<file path="src/rtl/fir_sample_source.sv">
// fir_sample_source: buffers host samples in a FIFO and replays them to a FIR
// input port, one sample per emission slot, with slots spaced 'interval' cycles.
// Optional build macro FIR_SAMPLE_SOURCE_UNDERRUN_CNT_EN adds a saturating
// 16-bit underrun_count output, cleared by rst and by start.
module fir_sample_source #(
   parameter int unsigned DATA_WIDTH     = 8,
   parameter int unsigned FIFO_DEPTH     = 16,
   parameter int unsigned INTERVAL_WIDTH = 16
) (
   input  logic                      clk,
   input  logic                      rst,
   input  logic [DATA_WIDTH-1:0]     wr_data,
   input  logic                      wr_valid,
   output logic                      wr_ready,
   input  logic [INTERVAL_WIDTH-1:0] interval,
   input  logic                      start,
   input  logic                      stop,
   output logic                      busy,
   output logic [DATA_WIDTH-1:0]     output_data,
   output logic                      output_data_flag,
`ifdef FIR_SAMPLE_SOURCE_UNDERRUN_CNT_EN
   output logic                      underrun,
   output logic [15:0]               underrun_count
`else
   output logic                      underrun
`endif
);

   localparam int unsigned AW = $clog2(FIFO_DEPTH);

   typedef enum logic {IDLE, RUN} state_e;

   state_e                    state_q, state_d;
   logic [AW:0]               wr_ptr_q, wr_ptr_d;
   logic [AW:0]               rd_ptr_q, rd_ptr_d;
   logic [DATA_WIDTH-1:0]     mem_q [FIFO_DEPTH];
   logic [INTERVAL_WIDTH-1:0] cnt_q, cnt_d;
   logic [INTERVAL_WIDTH-1:0] reload;
   logic [DATA_WIDTH-1:0]     data_q, data_d;
   logic                      flag_q, flag_d;
   logic                      und_q, und_d;
   logic                      full, empty, push, pop, slot;

   // FIFO status; the extra pointer MSB separates full from empty
   always_comb begin
      empty = (wr_ptr_q == rd_ptr_q);
      full  = (wr_ptr_q[AW-1:0] == rd_ptr_q[AW-1:0]) && (wr_ptr_q[AW] != rd_ptr_q[AW]);
      push  = wr_valid && !full;
      // pop uses the registered empty flag, so a write landing in an empty
      // FIFO during a slot is never forwarded to that same slot
      pop   = slot && !empty;
      wr_ptr_d = push ? wr_ptr_q + (AW+1)'(1) : wr_ptr_q;
      rd_ptr_d = pop  ? rd_ptr_q + (AW+1)'(1) : rd_ptr_q;
   end

   // FSM state register
   always_ff @(posedge clk or posedge rst) begin
      if (rst) state_q <= IDLE;
      else     state_q <= state_d;
   end

   // FSM next state: stop has priority over start
   always_comb begin
      state_d = state_q;
      case (state_q)
         IDLE:    if (start && !stop) state_d = RUN;
         RUN:     if (stop)           state_d = IDLE;
         default: state_d = IDLE;
      endcase
   end

   // FSM outputs: slot strobe and busy
   always_comb begin
      busy = (state_q == RUN);
      slot = (state_q == RUN) && (cnt_q == '0);
   end

   // slot counter and output register next-state
   always_comb begin
      reload = (interval == '0) ? '0 : interval - INTERVAL_WIDTH'(1);
      cnt_d  = cnt_q;
      if (state_q == IDLE) begin
         if (start && !stop) cnt_d = '0;
      end else if (slot) begin
         cnt_d = reload;
      end else begin
         cnt_d = cnt_q - INTERVAL_WIDTH'(1);
      end
      data_d = pop ? mem_q[rd_ptr_q[AW-1:0]] : data_q;
      flag_d = pop;
      und_d  = slot && empty;
   end

   // pointers, counter and output registers
   always_ff @(posedge clk or posedge rst) begin
      if (rst) begin
         wr_ptr_q <= '0;
         rd_ptr_q <= '0;
         cnt_q    <= '0;
         data_q   <= '0;
         flag_q   <= 1'b0;
         und_q    <= 1'b0;
      end else begin
         wr_ptr_q <= wr_ptr_d;
         rd_ptr_q <= rd_ptr_d;
         cnt_q    <= cnt_d;
         data_q   <= data_d;
         flag_q   <= flag_d;
         und_q    <= und_d;
      end
   end

   // sample storage; contents are don't-care while the pointers say empty
   always_ff @(posedge clk) begin
      if (push) mem_q[wr_ptr_q[AW-1:0]] <= wr_data;
   end

`ifdef FIR_SAMPLE_SOURCE_UNDERRUN_CNT_EN
   logic [15:0] ucnt_q, ucnt_d;

   // saturating underrun counter, cleared by start
   always_comb begin
      ucnt_d = ucnt_q;
      if (start)                         ucnt_d = '0;
      else if (und_d && ucnt_q != '1)    ucnt_d = ucnt_q + 16'd1;
   end

   // underrun counter register
   always_ff @(posedge clk or posedge rst) begin
      if (rst) ucnt_q <= '0;
      else     ucnt_q <= ucnt_d;
   end

   assign underrun_count = ucnt_q;
`endif

   assign wr_ready         = !full;
   assign output_data      = data_q;
   assign output_data_flag = flag_q;
   assign underrun         = und_q;

endmodule

</file>
<file path="config.mk">
export PLATFORM = sky130hd
export DESIGN_NAME = fir_sample_source
export DESIGN_NICKNAME = d
export VERILOG_FILES = /design/src/rtl/fir_sample_source.sv
export SDC_FILE = /design/constraint.sdc
export NUM_CORES = 1
export LEC_CHECK = 0
export CORE_ASPECT_RATIO = 1.1
export CORE_MARGIN = 10
export CORE_UTILIZATION = 59
export DETAILED_ROUTE_END_ITERATION = 6
export PLACE_DENSITY = 0.84
export REMOVE_ABC_BUFFERS = 1
export SKIP_LAST_GASP = 1
export SLEW_MARGIN = 10
export SYNTH_ARGS = -nofsm -noshare
export SYNTH_HDL_FRONTEND = slang
export SYNTH_SLANG_ARGS = --single-unit
</file>
<file path="constraint.sdc">
create_clock -name clk -period 3.4 [get_ports clk]
set_input_delay 0.51 -clock clk [delete_from_list [all_inputs] [get_ports clk]]
set_output_delay 0.51 -clock clk [all_outputs]
set_load 0.01 [all_outputs]
</file>
### Word-level counts from Yosys, hierarchy flattened

Memories as Yosys holds them, arrays and structs flattened. A register that Yosys moved wholly into a read port is not among the register bits.
Index checks and enable logic that the tools add are counted.

* output and inout bits: 12
* register bits after elaboration: 29
* bits of input ports: 29
* memory bits (writable): 128
* word-level logic and storage cells: 36
* memories kept: 1

Memory list
* mem_q: words 16, width 8, read ports 1, clocked after memory_dff 1, write ports 1, RTL line 36 `logic [DATA_WIDTH-1:0] mem_q [FIFO_DEPTH];`

* $add $sub $neg: 4
* reduce and logical (&&, ||, !) cells: 12
* eq/ne operators: 3
* multiplexer cells: 9
* bitwise operators: 1

Operators by type and width (number)
* $mux W16: 4
* $logic_not A16 Y1: 2
* $sub A16 B1 Y16 const B: 2
* $add A5 B1 Y5 const B: 2
* $logic_and A1 B1 Y1: 6
* $eq A5 B5 Y1: 1
* $eq A4 B4 Y1: 1
* $mux W1: 4
* $logic_not A1 Y1: 3
* $pmux W1 S2: 1
* $reduce_bool A2 Y1: 1
* $ne A1 B1 Y1: 1
* $not A1 Y1: 1

### Logic depth before layout (Yosys ltp)

Gate-level depths: netlist of run 1.

* depth in word-level cells: 6
* mapped depth: 10
* gate-level depth less buffers: 7

### Worst setup path before layout of run 1

No wires, ideal clock.

* path type: reg-to-reg
* start point: reg rd_ptr_q[0]
* end point: mem mem_q[3][0] (enable)
* cell stages (with the launch flop): 7
* arrival: 2.161 ns
* library setup time: 0.383 ns
* slack: 0.855 ns
* required time: 3.017 ns
* clock period less this slack: 2.545 ns
* cell sequence: dfrtp_1 > clkbuf_1 > xor2_1 > nor4_1 > a21boi_1 > nand2_1 > nor3_1

* cells in the longest elaborated chain, start to end: 6

RTL lines
* from (decl): RTL line 35 `logic [AW:0] rd_ptr_q, rd_ptr_d;`
* from (signal assigned): RTL line 105 `rd_ptr_q <= rd_ptr_d;`
* $eq A4 B4 Y1: RTL line 47 `full = (wr_ptr_q[AW-1:0] == rd_ptr_q[AW-1:0]) && (wr_ptr_q[AW] != rd_ptr_q[AW]);`
* $logic_and A1 B1 Y1: RTL line 47
* $logic_not A1 Y1: RTL line 48 `push = wr_valid && !full;`
* $logic_and A1 B1 Y1: RTL line 48
* $mux W1: RTL line 115 `if (push) mem_q[wr_ptr_q[AW-1:0]] <= wr_data;`
* $mux W1 (implied by the code): RTL line 115
* to (decl): RTL line 36

No other way between the ends.

### Final worst setup path of run 1

* start point: reg wr_ptr_q[3]
* end point: mem mem_q[9][6] (enable)

* cells in the longest elaborated chain, start to end: 6

RTL lines
* from (decl): RTL line 34 `logic [AW:0] wr_ptr_q, wr_ptr_d;`
* from (signal assigned): RTL line 104 `wr_ptr_q <= wr_ptr_d;`
* $eq A4 B4 Y1: RTL line 47
* $logic_and A1 B1 Y1: RTL line 47
* $logic_not A1 Y1: RTL line 48
* $logic_and A1 B1 Y1: RTL line 48
* $mux W1: RTL line 115
* $mux W1 (implied by the code): RTL line 115

Parallel ways exist; a longest one is shown, timed or not.

==> run metrics, run 1 <==
status finished clean; final period utilization 0.871; top post-synthesis cells by area edfxtp_1 (53%), dfrtp_1 (13%), mux4_2 (9.9%); reg2reg end mem_q[9][6]; FP Rows 42; crit path time final 2960 ps; Clock Path Buffers 2; maximum VDD drop between 0.5 and 0.6 mV; total gr overflow 0; final setup margin 438 ps; Total Wirelength ~17 mm; RSZ-0062 raised after global routing no; detailed placement HPWL roughly 11 mm; HP Class in2async; crit-path max FO 10; CTS clock-pin slew for the worst setup and hold paths 60 ps; Critical Path Source wr_ptr_q[3]; Final setup viols 0; vias ~4400; first-pass GRT wire length around 27 mm; ANT nets after route 0; per-cell routed wire length about 25 µm; fmax 338 MHz; vias per std cell ~6.4; Total Power about 6.4 mW; Avg Cell Area, Syn 15.3 µm²; drt pass-1 iters 5; final hold vios 0; clk_lat worst skew roughly 430 ps; Synth warnings 0; Port Buffer Count 40; Most used DFF post-synth edfxtp_1; DRT iter0 DRCs 590; register area share after synthesis 0.658; post-CTS resize count 0; largest net degree at the start of global routing 36; worst r2r src wr_ptr_q[3]; Crit path arrival time 3020 ps; H-tree Lvls 4; area grow syn2layout 16.0%; Max Transition Viols Final 0; DR DRC count 0; ys async rst share 0.224; die footprint 0.0171 mm²; Yosys cell types 58; I/O pin cnt 41; Synth area leader edfxtp_1; Clock Skews ~8.2 ps; vias in the first global route 4539; setup_tns 0 ps; Antenna Cells 0; root buffer cell clkbuf_16; core area about 0.012 mm²; R2R cell count 6; power per cell area approximately 770 mW/mm²; die width about 130 µm; dpl ws 437 ps; share of layout cells above drive strength 1 0.158; Leakage a little under 3 nW; Syn Std Cell Area roughly 0.0072 mm²; Relative slew margins 0.404; antenna violations before repair 0; cts bufs inserted 17; Placer Congestion ~0.91; Cells after DPL between 600 and 700; Post-Synthesis Cells approximately 470; reg-to-reg setup timing slack roughly 440 ps; Tightest Pin Transition about 890 ps; #FFs+latches synth between 150 and 200; number of nets in the layout approximately 560; global-route usage over all layers 0.208; initial core utilization 0.602; Post-CTS Setup Bufs 0; Crit. End Element flop; Hold Buf Count CTS 0; Clock Sinks around 170; Die Y approximately 140 µm; Synth top area share 0.530; CP required between 3000 and 4000 ps; Crit Path Category reg2reg; CTS tree built; max_cap viols 0; Post-synth EDFFs approximately 130; Non-Filler Instances around 700; type of origin of the critical path flop
power by group:
part / internal, mW / total, mW / leakage [nW] / switching (mW)
combinational: 0.850 / 1.88 / 1.06 / 1.03
clock: 1.02 / 1.82 / 0.262 / 0.801
sequential: 2.51 / 2.75 / 1.64 / 0.238
routing by layer:
layer | vias to the layer above | wire (µm) | global-route usage
li1 | 1958 | - | -
met1 | 2221 | 6560 | 0.241
met2 | 194 | 9030 | 0.360
met3 | 38 | 1110 | 0.0530
met4 | 0 | 403 | 0.0890
met5 | - | 0 | 0
cell usage after synthesis, drive strengths merged (11+ instances only):
cell type and n:
a22oi 18, xnor2 11, o21ai 20, edfxtp 128, dfrtp 37, nand2 26, inv 16, xor2 11
nor2 29, mux4 32, clkbuf 12, nor3 20
registers in the layout, summed over array words and instances, names as in the netlist:
signal and cells:
busy 1, cnt_q 16, mem_q 128, output_data 8, output_data_flag 1, rd_ptr_q 5, underrun 1, wr_ptr_q 5
logic make-up (layout without fill, tap and decap cells):
logic type      after synthesis  in the layout  share of synthesized area
buf+inv                      37            103                     0.0226
xor+xnor                     22             22                     0.0266
flops                       165            165                      0.658
mux                          43             43                      0.116
simple gates                125            125                     0.0896
compound gates               73             73                     0.0729
fa+ha+maj                     8              8                     0.0138
worst max-delay path by stage:
stage / to / slack, ps / cells after the start
2_1_floorplan: mem_q[3][0] / -9 / 5
3_3_place_gp: cnt_q[5] / 610 / 8
3_5_place_dp: mem_q[9][1] / 440 / 4
4_1_cts: mem_q[9][2] / 390 / 6
5_1_grt: mem_q[9][7] / 160 / 6
6_report: mem_q[9][6] / 440 / 6
area by class of cell:
| class | instances | area (µm²) |
|---|---|---|
| clock buffer | 19 | 433 |
| clock inverter | 13 | 124 |
| fill | 776 | 3630 |
| inverter | 16 | 60.1 |
| multi-input combinational | 271 | 2310 |
| sequential | 165 | 4770 |
| tap | 154 | 193 |
| timing repair buffer | 55 | 513 |
critical path: stages (launching register included):
cell,delay [ps]
dfrtp_1,590
xor2_1,180
nor4_1,60
buf_4,150
a21boi_1,600
nand2_1,290
nor2_1,700
stage by stage:
step                hold WS [ps]  area (µm²)   util
finish                       485        8410  0.698
global route                 510        8410  0.698
detailed placement           477        7850  0.652
CTS                          490        8410  0.698
global placement             471        7850  0.652
floorplan                    471        7140      -
cell usage in the layout (no fill, tap or decap), drive strengths merged, types with 2 or more instances in the layout:
| master | count |
|---|---|
| and2 | 6 |
| nand4 | 5 |
| a2bb2oi | 2 |
| nor4 | 6 |
| o21ai | 20 |
| a21o | 2 |
| dfrtp | 37 |
| nand3 | 5 |
| mux2i | 2 |
| clkinvlp | 3 |
| nor2 | 29 |
| a21oi | 9 |
| ha | 8 |
| or2 | 2 |
| a22oi | 18 |
| o31ai | 2 |
| nor3b | 3 |
| xnor2 | 11 |
| xor2 | 11 |
| clkinv | 4 |
| inv | 21 |
| mux2 | 9 |
| o211ai | 4 |
| or3 | 7 |
| nand2b | 4 |
| nor3 | 20 |
| buf | 15 |
| clkdlybuf4s50 | 40 |
| clkbuf | 19 |
| edfxtp | 128 |
| nand2 | 26 |
| nor2b | 3 |
| and4 | 2 |
| a221o | 3 |
| mux4 | 32 |
(Power assumes the default switching activity.)
==> run 2: changes to the inputs <==
- CTS_CLUSTER_DIAMETER: default -> 40
==> results of run 2 <==
The final DEF is identical to that of run 1; final timing and power are the same.
